<file path="config.mk">
export PLATFORM = sky130hd
export DESIGN_NAME = button_debouncer
export DESIGN_NICKNAME = d
export VERILOG_FILES = /design/src/rtl/button_debouncer.sv
export SDC_FILE = /design/constraint.sdc
export NUM_CORES = 1
export LEC_CHECK = 0
export ABC_CLOCK_PERIOD_IN_PS = 2800
export CAP_MARGIN = 20
export CORE_MARGIN = 5
export CORE_UTILIZATION = 45
export CTS_CLUSTER_DIAMETER = 60
export DETAILED_ROUTE_END_ITERATION = 12
export SLEW_MARGIN = 40
export SYNTH_ARGS = -nofsm -noshare
export SYNTH_HDL_FRONTEND = slang
export SYNTH_SLANG_ARGS = --single-unit
export TNS_END_PERCENT = 100
</file>
<file path="constraint.sdc">
create_clock -name Clock -period 2.8 [get_ports Clock]
set_input_delay 0.28 -clock Clock [delete_from_list [all_inputs] [get_ports Clock]]
set_output_delay 0.28 -clock Clock [all_outputs]
set_load 0.02 [all_outputs]
</file>
<file path="src/rtl/button_debouncer.sv">
// button_debouncer
// Multi-channel push-button conditioner. Each channel passes its raw input
// through a two-flop synchronizer, then a small FSM with a stability counter
// accepts a new level only after it has been seen for STABLE_CYCLES
// consecutive synchronized samples. Shorter excursions are dropped silently.
//
// Parameters:
//   WIDTH          number of independent channels (>= 1)
//   STABLE_CYCLES  consecutive identical samples needed to accept a level (>= 2)
//
// Ports:
//   Clock      rising-edge clock for all state
//   Reset_n    asynchronous active-low reset
//   Button_in  raw asynchronous button levels, bit i = channel i
//   Level      debounced level per channel (registered)
//   Rise       one-cycle pulse when Level[i] goes 0->1 (registered)
//   Fall       one-cycle pulse when Level[i] goes 1->0 (registered)
module button_debouncer #(
    parameter int WIDTH         = 4,
    parameter int STABLE_CYCLES = 16
) (
    input  logic             Clock,
    input  logic             Reset_n,
    input  logic [WIDTH-1:0] Button_in,
    output logic [WIDTH-1:0] Level,
    output logic [WIDTH-1:0] Rise,
    output logic [WIDTH-1:0] Fall
);

    localparam int CNT_W = $clog2(STABLE_CYCLES + 1);

    // The count at which the candidate level has been seen STABLE_CYCLES
    // times in a row: entering WAIT already accounts for the first sample.
    localparam logic [CNT_W-1:0] CNT_LAST = CNT_W'(STABLE_CYCLES - 1);
    localparam logic [CNT_W-1:0] CNT_ONE  = CNT_W'(1);
    localparam logic [CNT_W-1:0] CNT_ZERO = '0;

    localparam logic [1:0] ST_STABLE_LO = 2'd0;
    localparam logic [1:0] ST_WAIT_HI   = 2'd1;
    localparam logic [1:0] ST_STABLE_HI = 2'd2;
    localparam logic [1:0] ST_WAIT_LO   = 2'd3;

    for (genvar i = 0; i < WIDTH; i++) begin : g_chan

        logic             sync1;
        logic             sync2;
        logic [1:0]       state;
        logic [1:0]       state_next;
        logic [CNT_W-1:0] cnt;
        logic [CNT_W-1:0] cnt_next;
        logic             level_q;
        logic             level_next;
        logic             rise_q;
        logic             rise_next;
        logic             fall_q;
        logic             fall_next;

        // Next-state logic. Pulses default low and are raised only on the
        // cycle a WAIT state completes its count, so they last one clock.
        always_comb begin
            state_next = state;
            cnt_next   = cnt;
            level_next = level_q;
            rise_next  = 1'b0;
            fall_next  = 1'b0;
            case (state)
                ST_STABLE_LO: begin
                    if (sync2) begin
                        state_next = ST_WAIT_HI;
                        cnt_next   = CNT_ONE;
                    end else begin
                        cnt_next   = CNT_ZERO;
                    end
                end
                ST_WAIT_HI: begin
                    if (!sync2) begin
                        state_next = ST_STABLE_LO;
                        cnt_next   = CNT_ZERO;
                    end else if (cnt == CNT_LAST) begin
                        state_next = ST_STABLE_HI;
                        cnt_next   = CNT_ZERO;
                        level_next = 1'b1;
                        rise_next  = 1'b1;
                    end else begin
                        cnt_next   = cnt + CNT_ONE;
                    end
                end
                ST_STABLE_HI: begin
                    if (!sync2) begin
                        state_next = ST_WAIT_LO;
                        cnt_next   = CNT_ONE;
                    end else begin
                        cnt_next   = CNT_ZERO;
                    end
                end
                ST_WAIT_LO: begin
                    if (sync2) begin
                        state_next = ST_STABLE_HI;
                        cnt_next   = CNT_ZERO;
                    end else if (cnt == CNT_LAST) begin
                        state_next = ST_STABLE_LO;
                        cnt_next   = CNT_ZERO;
                        level_next = 1'b0;
                        fall_next  = 1'b1;
                    end else begin
                        cnt_next   = cnt + CNT_ONE;
                    end
                end
                default: begin
                    state_next = ST_STABLE_LO;
                    cnt_next   = CNT_ZERO;
                    level_next = 1'b0;
                end
            endcase
        end

        // Synchronizer and FSM registers. Reset discards any pending count,
        // so a channel always restarts from STABLE_LO.
        always_ff @(posedge Clock or negedge Reset_n) begin
            if (!Reset_n) begin
                sync1   <= 1'b0;
                sync2   <= 1'b0;
                state   <= ST_STABLE_LO;
                cnt     <= CNT_ZERO;
                level_q <= 1'b0;
                rise_q  <= 1'b0;
                fall_q  <= 1'b0;
            end else begin
                sync1   <= Button_in[i];
                sync2   <= sync1;
                state   <= state_next;
                cnt     <= cnt_next;
                level_q <= level_next;
                rise_q  <= rise_next;
                fall_q  <= fall_next;
            end
        end

        assign Level[i] = level_q;
        assign Rise[i]  = rise_q;
        assign Fall[i]  = fall_q;
    end

endmodule
</file>
---- Word-level counts from Yosys, hierarchy flattened ----
Cells that the tools add are included.
word-level totals
  register bits after elaboration ......... 48
  input port bits ......................... 6
  output and inout port bits .............. 12
  logic and storage cells ................. 188
operators by class
  add/subtract/negate cells ............... 4
  equal/unequal tests ..................... 48
  muxes and demuxes ....................... 92
  reduce and logical (&&, ||, !) cells .... 16
operator list
  cell                                                              number
  5-bit one-hot mux with 4 select lines                             4
  5-bit 2-to-1 mux                                                  12
  2-bit 2-to-1 mux                                                  24
  2-bit inequality test (second input constant)                     24
  1-bit 2-to-1 mux                                                  44
  2-bit one-hot mux with 4 select lines                             4
  3-bit inequality test (second input constant)                     8
  5-bit by 1-bit adder with 5-bit output (second input constant)    4
  5-bit by 4-bit == test with 1-bit output (second input constant)  4
  5-bit AND reduction                                               4
  2-bit == test (second input constant)                             8
  4-bit AND reduction                                               4
  2-bit by 1-bit == test with 1-bit output (second input constant)  4
  2-bit zero test                                                   4
  1-bit one-hot mux with 2 select lines                             4
  2-bit nonzero test                                                4

---- Depth between registers and ports, before layout ----
  word-level depth ........................ 4
  gate-level depth with buffers ........... 4
  gate-level depth less buffers ........... 4

---- Least setup slack after synthesis ----
OpenSTA, ideal clock, no wires.
  path kind ............................... reg-to-reg
  start ................................... register g_chan[2].cnt[0]
  end ..................................... register (tool-made name)
  library setup time ...................... 125 ps
  arrival ................................. 1186 ps
  required time ........................... 2675 ps
  slack ................................... 1489 ps
  cell stages (with the launch flop) ...... 5
  buffers on the path ..................... 0
  clock period less this slack ............ 1311 ps
  path through ............................ dfrtp_1 > ha_1 > and4b_4 > nand2_2 > mux2_4
RTL lines
  what                    RTL line  source
  start, declared         49        logic [CNT_W-1:0] cnt;
  start signal, assigned  132       cnt <= cnt_next;

---- Final worst setup path ----
  start ................................... register g_chan[1].level_q
  end ..................................... output port Level[1]
RTL lines
  what                    RTL line  source
  start, declared         51        logic level_q;
  start signal, assigned  133       level_q <= level_next;
  end, declared           25        output logic [WIDTH-1:0] Level,
No word-level cell between the ends.

==> impl_metrics.env <==
export IMPL_cts_sinks=48
export IMPL_cp_endpoint="Level[1]"
export IMPL_crit_cells=1
export IMPL_slew_headroom_pct=60.9
export IMPL_synthesis_nets=166
export IMPL_grt_util_met1_pct=12.9
export IMPL_die_x_um=76.1
export IMPL_drc=0
export IMPL_p_leak_nw=1.00
export IMPL_yosysUniqueCellTypes=23
export IMPL_worstSkewPairLatency_ps=300
export IMPL_wirelength_um=2930
export IMPL_globalRouteTotalUtil_pct=11.3
export IMPL_slowest_delay_ps=620
export IMPL_worstMarginPinSlew_ps=586
export IMPL_start_kind="flop"
export IMPL_status="finished, violations left"
export IMPL_ctsHoldBuffers=0
export IMPL_synth_top_area_share_pct=61.1
export IMPL_maxSlewViolCount=0
export IMPL_gp_congestion=0.767
export IMPL_cap_violations=0
export IMPL_post_cts_buffers=0
export IMPL_core_area_um2=4290
export IMPL_cp_buffers_inverters=1
export IMPL_root_buffer="clkbuf_8"
export IMPL_critPathMaxFanout=3
export IMPL_routedWlPerCell_um=13.3
export IMPL_dr_total_vias=1148
export IMPL_critPathRequiredTime_ps=2520
export IMPL_finalHoldViolCount=22
export IMPL_top_usage_layer="met2"
export IMPL_slowest_stage="clkdlybuf4s50_1"
export IMPL_chipHeight_um=76.1
export IMPL_netlist_top_cells_area="dfrtp_1, buf_4, xor2_1, mux2_4, nor3b_1"
export IMPL_grt_pass1_wl_um=5390
export IMPL_violations="hold timing"
export IMPL_grtUsageMet2_pct=18.3
export IMPL_clk_path_buf_depth=2
export IMPL_drive_above_1_share_pct=12.5
export IMPL_num_antenna_cells=0
export IMPL_hold_ws_ps=-33.1
export IMPL_grt_pass1_vias=1198
export IMPL_finalCritPeriodShare_pct=56.4
export IMPL_fin_setup_tns_ps=0
export IMPL_finalSetupViolations=0
export IMPL_firstDrtPassIters=4
export IMPL_cts_resized_gates=0
export IMPL_globalRouteOverflowTotal=0
export IMPL_syn_inst=156
export IMPL_ios=18
export IMPL_cts_tree="built"
export IMPL_p_per_area_nw_per_um2=542
export IMPL_yosysWarnings=0
export IMPL_min_period_ps=1580
export IMPL_portBuffers=17
export IMPL_ys_seq_elements=48
export IMPL_ir_drop_uv=295
export IMPL_start_util_pct=45.8
export IMPL_hold_class="input pin to asynchronous set/reset pin"
export IMPL_seq_area_frac_synth_pct=61.1
export IMPL_cts_clk_slew_worst_paths_ps=80
export IMPL_power_mw=1.20
export IMPL_drt_initial_drc_count=45
export IMPL_rsz0062_at_grt="no"
export IMPL_regToRegSetupSlack_ps=1430
export IMPL_dp_hpwl_um=2010
export IMPL_reg2regPathDepth=4
export IMPL_crit_start="g_chan[1].level_q"
export IMPL_rows=24
export IMPL_crit_family="buffers and inverters"
export IMPL_fmax_ghz=0.633
export IMPL_cp_arrival_ps=1300
export IMPL_cts_htree_levels=2
export IMPL_synth_area_per_cell_um2=12.6
export IMPL_worst_setup_path_end_kind="output pin"
export IMPL_cts_buffers=5
export IMPL_cp_cell_sequence="clkdlybuf4s50_1"
export IMPL_synth_area_um2=1970
export IMPL_grt_antenna_before_repair=0
export IMPL_grt_max_degree=49
export IMPL_synth_top_area_cell="dfrtp_1"
export IMPL_fin_nets=178
export IMPL_die_area_um2=5790
export IMPL_met3_usage_pct=4.14
export IMPL_vias_per_cell=5.22
export IMPL_ant_nets=0
export IMPL_syn_to_final_growth_pct=12.2
export IMPL_r2r_start="g_chan[2].cnt[0]"
export IMPL_clock_skew_ps=6.50
export IMPL_critPathKind="flop to output pin"
export IMPL_nFillCells=358
-- cells in the final DEF, fill, tap and decap left out --
cell type	instances
dfrtp_1	48
clkdlybuf4s50_1	16
xor2_1	8
nand2_1	8
nand3_1	8
nor2_1	8
nor3b_1	8
and2_1	7
clkbuf_8	7
nor3_1	5
a21oi_1	5
and4b_4	4
xnor2_1	4
o21ai_0	4
mux2_4	4
inv_1	4
ha_1	4
and3_1	3
o41ai_1	3
a31oi_1	3
nand2_2	2
nand2_4	2
and4b_1	1
and2_2	1
buf_4	1
-- flip-flops by register name, summed over array words and instances (netlist names), named ones only --
| register | flops |
|---|---|
| g_chan.state | 4 |
| g_chan.sync1 | 4 |
| g_chan.sync2 | 4 |
| g_chan.cnt | 20 |
| g_chan.level_q | 4 |
| g_chan.fall_q | 4 |
| g_chan.rise_q | 4 |
-- cell type report --
| class | count | area [um2] | share of cell area, % |
|---|---|---|---|
| Sequential cell | 48 | 1200 | 54.5 |
| Multi-Input combinational cell | 92 | 661 | 29.9 |
| Timing Repair Buffer | 17 | 168 | 7.60 |
| Clock buffer | 7 | 96.3 | 4.37 |
| Tap cell | 52 | 65.1 | 2.95 |
| Inverter | 4 | 15.0 | 0.681 |
-- worst min-delay path by stage --
stage | from | slack [ps] | endpoint
floorplan | Reset_n | -20 | asynchronous set/reset pin
global placement | g_chan[3].sync1 | 330 | g_chan[3].sync2
detailed placement | Reset_n | 330 | g_chan[1].fall_q
CTS | Reset_n | 4 | g_chan[1].fall_q
global route | Reset_n | 40 | g_chan[1].fall_q
finish | Reset_n | -30 | g_chan[1].rise_q
-- through the flow --
stage                     util [%]  cells  setup slack (ps)  instance area, um2
after floorplan                  -    156              1490                1970
after global placement        49.1    213              1460                2110
after detailed placement      49.1    213              1440                2110
after CTS                     51.4    220              1210                2210
after global routing          51.4    220              1170                2210
final                         51.4    220              1220                2210
-- cells by family after synthesis --
group / share of synthesized area (%)
flip-flops: 61.1
AO/OA/AOI/OAI: 4.58
XOR/XNOR: 5.34
AND/OR/NAND/NOR: 18.1
adder cells (fa/ha/maj): 2.54
buffers and inverters: 5.34
multiplexers: 3.05
-- metal layers --
| metal | routed length (um) | share of wire (%) |
|---|---|---|
| met1 | 1310 | 45 |
| met3 | 155 | 5.3 |
| met2 | 1400 | 48 |
| met4 | 75 | 2.6 |
| met5 | 0 | 0 |
-- cells in the mapped netlist --
master / number
dfrtp_1: 48
buf_4: 12
nand2_1: 8
nand3_1: 8
nor2_1: 8
nor3b_1: 8
xor2_1: 8
and2_1: 7
a21oi_1: 5
nor3_1: 5
and4b_4: 4
ha_1: 4
inv_1: 4
mux2_4: 4
o21ai_0: 4
xnor2_1: 4
a31oi_1: 3
and3_1: 3
o41ai_1: 3
nand2_2: 2
nand2_4: 2
and2_2: 1
and4b_1: 1
-- worst reg2reg max path: stages (launching register included) --
cell and delay, ps:
dfrtp_1 400, ha_1 240, and4b_4 240, nand2_2 90, mux2_4 300
-- where the power goes --
part | internal, mW | switching [mW] | total [mW]
registers | 0.709 | 0.0162 | 0.725
logic | 0.0191 | 0.0253 | 0.0443
clock network | 0.220 | 0.206 | 0.426
Power figures use the tool's default switching activity.
